--- config.mk ---
export PLATFORM = sky130hd
export DESIGN_NAME = omsp_spm_cmd_seq
export DESIGN_NICKNAME = d
export VERILOG_FILES = /design/src/rtl/omsp_spm_cmd_seq.sv
export SDC_FILE = /design/constraint.sdc
export NUM_CORES = 1
export LEC_CHECK = 0
export BUFFER_PORTS_ARGS = -buffer_cell sky130_fd_sc_hd__buf_2
export CORE_MARGIN = 3
export CORE_UTILIZATION = 35
export CTS_BUF_LIST = sky130_fd_sc_hd__clkbuf_16
export DETAILED_ROUTE_END_ITERATION = 12
export GPL_ROUTABILITY_DRIVEN = 0
export PLACE_DENSITY = 0.6
export SLEW_MARGIN = 0
export SYNTH_ARGS = -nofsm -noshare
export SYNTH_HDL_FRONTEND = slang
export SYNTH_SLANG_ARGS = --single-unit
--- constraint.sdc ---
create_clock -name mclk -period 1.7 [get_ports mclk]
set_clock_uncertainty 0.15 [all_clocks]
set_input_delay 0 -clock mclk [delete_from_list [all_inputs] [get_ports mclk]]
set_output_delay 0 -clock mclk [all_outputs]
set_load 0.005 [all_outputs]
--- src/rtl/omsp_spm_cmd_seq.sv ---
// SPM command sequencer: arbitrates CPU/debug requests, issues protect/unprotect/query
// commands to the SPM control block and returns one completion pulse with status and data.
module omsp_spm_cmd_seq #(
    parameter int unsigned SETTLE = 1,  // WAIT cycles before sampling SPM results (1..7)
    parameter int unsigned RR     = 1   // 1 = round-robin, 0 = fixed priority (CPU first)
) (
    input  logic        mclk,
    input  logic        puc_rst,
    input  logic        cpu_req,
    input  logic [3:0]  cpu_op,
    input  logic        dbg_req,
    input  logic [3:0]  dbg_op,
    input  logic        spm_free,
    input  logic        violation,
    input  logic        spm_select_valid,
    input  logic [15:0] requested_data,
    output logic        update_spm,
    output logic        enable_spm,
    output logic [1:0]  data_request,
    output logic        busy,
    output logic        cmd_done,
    output logic        cmd_id,
    output logic        cmd_ok,
    output logic [15:0] cmd_data
);

    typedef enum logic [1:0] {StIdle, StIssue, StWait, StDone} state_t;

    localparam logic [1:0] OpProtect   = 2'b00;
    localparam logic [1:0] OpUnprotect = 2'b01;
    localparam logic [1:0] OpQuery     = 2'b10;
    localparam logic [2:0] LastWait    = 3'(SETTLE - 1);

    state_t      state;
    logic        last_grant;
    logic        cur_id;
    logic [3:0]  cur_op;
    logic        fast_fail;
    logic [2:0]  wait_cnt;

    logic        any_req;
    logic        grant_id;
    logic [3:0]  win_op;
    logic        win_fail;

    // Arbitration and fast-fail decision for the request sampled this edge
    always_comb begin
        any_req = cpu_req | dbg_req;
        if (cpu_req && dbg_req) begin
            grant_id = (RR != 0) ? ~last_grant : 1'b0;
        end else begin
            grant_id = ~cpu_req;
        end
        win_op   = grant_id ? dbg_op : cpu_op;
        win_fail = (win_op[3:2] == 2'b11) || ((win_op[3:2] == OpProtect) && !spm_free);
    end

    // Command FSM with registered outputs
    always_ff @(posedge mclk) begin
        if (puc_rst) begin
            state        <= StIdle;
            last_grant   <= 1'b1;
            cur_id       <= 1'b0;
            cur_op       <= 4'd0;
            fast_fail    <= 1'b0;
            wait_cnt     <= 3'd0;
            update_spm   <= 1'b0;
            enable_spm   <= 1'b0;
            data_request <= 2'b00;
            busy         <= 1'b0;
            cmd_done     <= 1'b0;
            cmd_id       <= 1'b0;
            cmd_ok       <= 1'b0;
            cmd_data     <= 16'd0;
        end else begin
            case (state)
                StIdle: begin
                    if (any_req) begin
                        state      <= StIssue;
                        busy       <= 1'b1;
                        cur_id     <= grant_id;
                        cur_op     <= win_op;
                        last_grant <= grant_id;
                        fast_fail  <= win_fail;
                        case (win_op[3:2])
                            OpProtect: begin
                                update_spm <= spm_free;
                                enable_spm <= spm_free;
                            end
                            OpUnprotect: begin
                                update_spm <= 1'b1;
                                enable_spm <= 1'b0;
                            end
                            OpQuery: data_request <= win_op[1:0];
                            default: ;
                        endcase
                    end
                end
                StIssue: begin
                    update_spm <= 1'b0;
                    enable_spm <= 1'b0;
                    wait_cnt   <= 3'd0;
                    if (fast_fail) begin
                        state    <= StDone;
                        cmd_done <= 1'b1;
                        cmd_id   <= cur_id;
                        cmd_ok   <= 1'b0;
                        cmd_data <= 16'd0;
                    end else begin
                        state <= StWait;
                    end
                end
                StWait: begin
                    if (wait_cnt == LastWait) begin
                        state        <= StDone;
                        cmd_done     <= 1'b1;
                        cmd_id       <= cur_id;
                        data_request <= 2'b00;
                        cmd_data     <= 16'd0;
                        case (cur_op[3:2])
                            OpProtect:   cmd_ok <= ~violation;
                            OpUnprotect: cmd_ok <= 1'b1;
                            OpQuery: begin
                                cmd_ok   <= spm_select_valid;
                                cmd_data <= spm_select_valid ? requested_data : 16'd0;
                            end
                            default:     cmd_ok <= 1'b0;
                        endcase
                    end else begin
                        wait_cnt <= wait_cnt + 3'd1;
                    end
                end
                StDone: begin
                    // Requests are not sampled here; a held req is re-arbitrated in IDLE
                    cmd_done <= 1'b0;
                    busy     <= 1'b0;
                    state    <= StIdle;
                end
                default: state <= StIdle;
            endcase
        end
    end

endmodule

; ---- Word-level counts from Yosys, hierarchy flattened
; Index checks and enable logic that the tools add are counted.
; W data, S select, Z words.
[classes]
bitwise_logic = 4
n_reduce_logical = 21
eq_ne = 14
mux = 35
addsub = 1
[op_table]
columns = operator, count
row1 = $mux W16, 4
row2 = $pmux W16 S2, 1
row3 = $pmux W1 S2, 7
row4 = $mux W1, 11
row5 = $eq A2 B2 Y1 const B, 5
row6 = $mux W2, 5
row7 = $reduce_and A3 Y1, 3
row8 = $ne A2 B2 Y1 const B, 4
row9 = $pmux W2 S4, 1
row10 = $reduce_and A2 Y1, 4
row11 = $reduce_bool A2 Y1, 4
row12 = $eq A2 B1 Y1 const B, 3
row13 = $logic_not A2 Y1, 3
row14 = $pmux W1 S3, 2
row15 = $pmux W3 S2, 1
row16 = $mux W4, 1
row17 = $pmux W2 S2, 1
row18 = $reduce_and A4 Y1, 1
row19 = $add A3 B1 Y3 const B, 1
row20 = $logic_not A3 Y1, 1
row21 = $mux W3, 1
row22 = $ne A3 B2 Y1 const B, 1
row23 = $not A1 Y1, 3
row24 = $reduce_bool A3 Y1, 1
row25 = 5 further kinds, 6
[totals]
reg_bits = 36
output_inout_bits = 24

; ---- Longest topological paths before layout
; Gate-level depths: netlist (run 1).
[logic_depth]
depth_word = 7
ltp_mapped = 8
mapped_depth_nobuf = 7

; ---- Worst setup path after synthesis (run 1)
; No wires, ideal clock.
[synth_timing]
path_type = flip-flop to flip-flop
from = register state[0]
to = register cmd_ok
t_required_ns = 1.485
path_slack_ns = -0.069
path_stages_with_launch = 9
path_buffers = 1
setup_ns = 0.065
t_arrival_ns = 1.554
synth_period_minus_slack_ns = 1.769
path_cell_list = dfxtp_1 > inv_1 > ha_1 > inv_1 > o211ai_4 > buf_6 > a2111oi_2 > a211oi_1 > nor2_1
[synth_via]
elab_chain_cells = 3
[synth_rtl]
columns = item, line
row1 = start: declaration, 34  ; state_t state;
row2 = start signal: assignment, 61  ; state <= StIdle;
row3 = start signal: assignment, 79  ; state <= StIssue;
row4 = start signal: assignment, 104  ; state <= StDone;
row5 = $eq A2 B1 Y1 / $eq A2 B2 Y1 (equally long branches), 76  ; case (state)
row6 = $ne A2 B2 Y1 (no source line) / $reduce_bool A2 Y1 (equally long branches), -
row7 = $reduce_and A3 Y1 (no source line), -
row8 = end signal: assignment, 121  ; OpProtect: cmd_ok <= ~violation;
row9 = end signal: assignment, 124  ; cmd_ok <= spm_select_valid;
row10 = end: declaration, 23  ; output logic cmd_ok,
; Parallel ways exist; a longest one is shown, timed or not.
; A chain may end at the register's enable or synchronous reset.

; ---- Final worst setup path (run 1)
[layout_timing]
from = register state[1]
to = register cmd_data[13]
[layout_via]
elab_chain_cells = 3
[layout_rtl]
columns = item, line
row1 = $eq A2 B1 Y1 / $eq A2 B2 Y1 (equally long branches), 76
row2 = $ne A2 B2 Y1 (no source line) / $reduce_bool A2 Y1 (equally long branches), -
row3 = $reduce_and A3 Y1 (no source line), -
row4 = end signal: assignment, 125  ; cmd_data <= spm_select_valid ? requested_data : 16'd0;
row5 = end: declaration, 24  ; output logic [15:0] cmd_data
; Parallel ways exist; a longest one is shown, timed or not.

==> results.toml, run 1 <==
[grt]
grt_pass1_wl_um = 7210
grt_pass1_vias = 1632
grt_max_degree = 26
grt_usage_pct = 17.1
antenna_found_initial = 0
overflow = 0

[cells_and_area]
areaGrowthSynthToFinish_pct = 65.9
post-route-util_pct = 63.0
antenna_cells = 0
final_cell_count_no_fill = 332
drive_above_1_share_pct = 44.3
nets = 319

[clock_tree]
clockBufferDepth = 2
cts_htree_levels = 2
cts_made_buffers = 5
worstSkewPairLatency_ns = 0.28
path_clk_slew_ns = 0.06
cts_sinks = 34
cts_tree = "done"
root_buffer = "clkbuf_16"

[setup_path]
rrSetupSlack_ns = -0.11
rr_startpoint = "state[1]"
crit_buf_inv = 4
path_cells = "buf_6 -> ha_4 -> or2_4 -> o211ai_4 -> buf_6 -> buf_12 -> buf_8 -> a22oi_1 -> nor2_1"
cpMaxStageDelayCell = "dfxtp_4"
path_class = "flip-flop to flip-flop"
path_common_cell = "buf_6"
r2r_cells = 9
worstPathArrival_ns = 1.88
crit_fanout = 6
required_ns = 1.76
worstReg2RegEnd = "cmd_data[13]"
crit_path_end_kind = "flip-flop"
start_kind = "flip-flop"
critical_path.max_stage_delay_ns = 0.36
crit_family = "buffers and inverters"

[synth]
yosysUniqueCellTypes = 37
synth_edf_count = 0
syn_area_um2 = 1590
avgSynthCellArea_um2 = 8.86
synth_warnings = 0
async_reset_ff_share_pct = 0
synth_flop_cell = "dfxtp_1"
syn-num-nets = 218
synth-seq-cells = 34
synth_seq_area_share_pct = 42.7
syn_inst = 180

[min_path]
hold_class = "input port to flip-flop"
min_to = "cmd_data[9]"
worstHoldStart = "puc_rst"
holdPathStages = 2

[die]
core-area_um2 = 4200
io_pins = 55
num_rows = 23
die_w_um = 73.5
die_y_um = 73.5
initial_utilization_pct = 37.9
fp.dieArea_um2 = 5400

[timing]
setup_viol = 17
worst_slack_ns = -0.112
slew_headroom_pct = 70.7
tightest_slew_ns = 0.440
hold_viol = 7
period_needed_ns = 1.81
whs_ns = -0.0122
fmax_mhz = 552
fin_tns_setup_ns = -1.10
drv_slew = 0
rsz0062_at_grt = "yes"
fin_crit_sh_pct = 107

[outcome]
violations = "hold timing, setup timing"
outcome = "finished, violations left"

[route]
routed_wl_um = 4530
drt.antenna.violating_nets = 0
drt_iter0_markers = 103
vias_per_cell = 5.07
routedWlPerCell_um = 13.6
drc = 0
first_pass_iters = 5
vias = 1683

[pwr]
swShare_pct = 34.4
seqPwrFrac_pct = 26.6
p_per_area_nw_per_um2 = 1480
p_leak_nw = 1.16
p_int_mw = 2.56
p_sw_mw = 1.34
vdd_drop_max_uv = 624
power_frac_comb_pct = 51.2
pwr-share-clk_pct = 22.2
power_mw = 3.90

[placement]
hpwl_um = 2830
io_buffers = 54
place_inst = 298

[flow_run]
max_cap_violations = 0
[sequential cells by signal, summed over array words and instances, names as in the netlist]
signal,count
last_grant,1
cmd_ok,1
cur_op,2
state,2
cmd_done,1
fast_fail,1
cmd_id,1
enable_spm,1
wait_cnt,3
busy,1
data_request,2
cur_id,1
cmd_data,16
update_spm,1
[per-layer routing]
layer | vias to the layer above | part of all wire [%] | track usage, %
li1 | 840 | - | -
met1 | 790 | 41 | 19.9
met2 | 44 | 53 | 28.6
met3 | 9 | 3.8 | 5.20
met4 | 0 | 1.9 | 7.85
met5 | - | 0 | 0
[synth_stat cells, drive strengths merged (3+ instances only)]
cell | n | share of area [%]
nor2 | 40 | 9.6
dfxtp | 34 | 43
a22oi | 16 | 7.5
inv | 11 | 2.6
a21oi | 7 | 2.2
ha | 7 | 5.5
o21ai | 7 | 2.9
a211oi | 5 | 2.4
nand2b | 5 | 2.0
nand3 | 5 | 1.6
buf | 4 | 1.9
clkbuf | 4 | 0.94
mux2i | 4 | 2.5
nand2 | 4 | 0.94
mux2 | 3 | 2.1
nand3b | 3 | 1.4
[worst register-to-register path: cells and delay by family, from the launching register on]
family,cells,cell delay (ns)
AOI/OAI and AO/OA,2,0.19
adders and majority gates,1,0.17
buffers and inverters,4,0.51
DFF,1,0.36
and+or+nand+nor,2,0.37
[power by group through the flow]
stage	registers (mW)	clock network (mW)	logic, mW
4_1_cts	1.02	0.881	1.79
3_5_place_dp	1.02	0	1.30
6_report	1.04	0.866	2.00
2_1_floorplan	1.02	0	0.815
3_3_place_gp	1.02	0	1.31
5_1_grt	1.06	0.925	2.15
[layout by cell type, fill, tap and decap left out, drive strengths merged]
master / synthesis / routed
dlygate4sd3: 0 / 19
a22oi: 16 / 16
nor3b: 1 / 1
mux2: 3 / 3
nor2b: 2 / 2
clkinvlp: 0 / 1
or2: 1 / 1
o31a: 1 / 1
a211oi: 5 / 5
nor2: 40 / 40
o211a: 1 / 1
a221oi: 1 / 1
and2b: 1 / 1
o21ai: 7 / 7
mux2i: 4 / 4
a2111oi: 1 / 1
o32ai: 2 / 2
clkbuf: 4 / 5
a32oi: 1 / 1
or2b: 1 / 1
inv: 11 / 11
dfxtp: 34 / 34
nand4: 1 / 1
ha: 7 / 7
o21bai: 1 / 1
clkinv: 0 / 2
nand3: 5 / 5
nand2: 4 / 4
a31oi: 2 / 2
a21oi: 7 / 7
a2bb2oi: 1 / 1
o211ai: 1 / 1
nor3: 2 / 2
nand2b: 5 / 5
buf: 4 / 83
nand3b: 3 / 3
[cell type report]
type	instances	area (µm²)
Sequential cell	34	688
Tap cell	50	62.6
Fill cell	355	1560
Clock inverter	3	16.3
Clock buffer	5	125
Inverter	11	41.3
Timing Repair Buffer	102	758
Multi-Input combinational cell	127	953
[worst max-delay path by stage]
stage,endpoint,cells after the start,from,slack [ns]
after floorplan,cmd_data[0],8,state[0],0.01
after global placement,cmd_data[4],7,state[1],-0.19
after detailed placement,cmd_data[10],7,state[1],-0.21
after CTS,cmd_data[14],8,state[1],-0.05
after global routing,cmd_data[13],9,state[1],-0.17
final,cmd_data[13],9,state[1],-0.11
[timing repair]
item | 4_1_cts | 5_1_grt
gates cloned | 1 | 0
gates resized for setup | 18 | 19
endpoints found under the hold margin | 19 | 0
endpoints found under the setup margin | 23 | 29
hold buffers | 19 | 0
pin swaps | 5 | 17
buffers inserted | 4 | 3
[metrics by stage]
step                      area (µm²)  worst slack, ns
final                           2650           -0.112
after global routing            2650           -0.165
after CTS                       2530          -0.0541
after detailed placement        2060           -0.206
after global placement          2060           -0.192
after floorplan                 1610           0.0115
[logic make-up after synthesis]
logic type / Yosys count / share of synthesized area [%]
buf+inv: 19 / 5.42
fa+ha+maj: 7 / 5.49
simple gates: 66 / 19.3
flops: 34 / 42.7
compound gates: 47 / 22.5
mux: 7 / 4.63
Note: power is estimated with default switching activity, not from simulation.
==> inputs of run 2 (changes only) <==
==> constraint.sdc (replaced) <==
create_clock -name mclk -period 1.56 [get_ports mclk]
set_clock_uncertainty 0.15 [all_clocks]
set_input_delay 0 -clock mclk [delete_from_list [all_inputs] [get_ports mclk]]
set_output_delay 0 -clock mclk [all_outputs]
set_load 0.005 [all_outputs]
==> run 2 against run 1 <==
Net effect:
- the flow still finishes with violations (hold timing, setup timing)
- fmax up 6.0%
- cell count up 1.2%
- setup slack worse by 0.038 ns
- clock power is 7.2% higher
- clock-buffer cell count is the same
==> results.toml, run 2 (synthesis results as in run 1) <==
[outcome]
outcome = "finished, violations left"
violations = "hold timing, setup timing"

[cells_and_area]
post-route-util_pct = 64.6
final_common_cell = "buf_2"
final_cell_count_no_fill = 336
seq_area_um2 = 688
drive_above_1_share_pct = 48.6
reg_top3 = "cmd_data (16), wait_cnt (3)"
fillerInstances = 352
largest_register_ffs = 16
multi_input_area_um2 = 1040
top_register = "cmd_data"
fin_area_um2 = 2720
nets = 323
mostFrequentLayoutCells = "buf_2 (55), nor2_1 (37), dfxtp_1 (30)"
areaGrowthSynthToFinish_pct = 70.3
antenna_cells = 0

[setup_path]
rr_startpoint = "wait_cnt[0]"
rrSetupSlack_ns = -0.15
start_kind = "flip-flop"
worstReg2RegEnd = "cmd_id"
crit_path_end_kind = "flip-flop"
path_class = "flip-flop to flip-flop"
worstPathArrival_ns = 1.72
crit_end = "cmd_id"
crit_fanout = 6
cp-startpoint = "wait_cnt[0]"
r2r_cells = 7
required_ns = 1.57

[clock_tree]
cts_htree_levels = 2
cts_sinks = 34
root_buffer = "clkbuf_16"
cts_made_buffers = 5
path_clk_slew_ns = 0.05
clockBufferDepth = 2
worstSkewPairLatency_ns = 0.27
cts_tree = "done"

[die]
io_pins = 55
num_rows = 23
initial_utilization_pct = 37.9
core-area_um2 = 4200
die_w_um = 73.5
die_y_um = 73.5
fp.dieArea_um2 = 5400

[timing]
fin_tns_setup_ns = -2.63
rsz0062_at_grt = "yes"
tightest_slew_ns = 0.405
worst_slack_ns = -0.150
hold_viol = 5
drv_slew = 0
period_needed_ns = 1.71
fmax_mhz = 585
slew_headroom_pct = 73.0
whs_ns = -0.0138
setup_viol = 22
fin_crit_sh_pct = 110

[pwr]
power_mw = 4.01
p_leak_nw = 1.18
p_per_area_nw_per_um2 = 1480
vdd_drop_max_uv = 1190

[placement]
io_buffers = 54
place_area_um2 = 2160
place_inst = 301
hpwl_um = 3010
pre_cts_ws_ns = -0.165

[route]
routed_wl_um = 4370
drc = 0
first_pass_iters = 2
routedWlPerCell_um = 13.0
drt_iter0_markers = 48
vias = 1642
vias_per_cell = 4.89
drt.antenna.violating_nets = 0

[flow_run]
max_cap_violations = 0

[min_path]
hold_class = "input port to flip-flop"

[grt]
antenna_found_initial = 0
grt_pass1_wl_um = 7050
overflow = 0
grt_pass1_vias = 1585
grt_usage_pct = 16.6
grt_max_degree = 23
run 2: final cells by class:
| type | count | share of cell area, % |
|---|---|---|
| inverter | 11 | 1.71 |
| sequential | 34 | 25.3 |
| clock buffer | 5 | 4.61 |
| clock inverter | 3 | 0.553 |
| tap | 50 | 2.30 |
| timing repair buffer | 106 | 27.2 |
| multi-input combinational | 127 | 38.3 |
run 2: how the worst min path moves through the flow:
stage	from	end	cells after the start
global route	puc_rst	busy	2
floorplan	requested_data[0]	cmd_data[0]	2
detailed placement	requested_data[12]	cmd_data[12]	3
global placement	requested_data[14]	cmd_data[14]	3
finish	puc_rst	cmd_ok	2
CTS	puc_rst	busy	2
run 2: per-layer routing:
layer  global-route usage (%)  wire length (µm)  part of all wire [%]  vias up
met5                        0                 0                     0        -
met4                     4.23                20                  0.46        0
met3                     5.06               138                   3.2        2
met2                     27.7              2220                    51       20
met1                     20.7              1990                    46      774
li1                         -                 -                     -      846
run 2: timing repair:
action                                  in CTS  in global routing
resized for setup                           18                 15
hold buffers                                21                  0
buffers inserted                             1                  5
pin swaps                                    3                  9
hold endpoints to repair                    22                  0
endpoints found under the setup margin      29                 29
run 2: critical path, stage by stage, from the launching register on:
cell,delay (ns)
dfxtp_2,0.33
inv_2,0.05
ha_4,0.15
and2b_2,0.22
o211ai_4,0.27
buf_6,0.18
mux2i_1,0.19
nor2_1,0.05
run 2: power breakdown:
part | leakage, nW | switching (mW) | total, mW | internal, mW
clock | 0.0716 | 0.346 | 0.928 | 0.582
combinational | 0.830 | 0.982 | 1.95 | 0.965
sequential | 0.278 | 0.117 | 1.13 | 1.01
total | 1.18 | 1.44 | 4.01 | 2.56
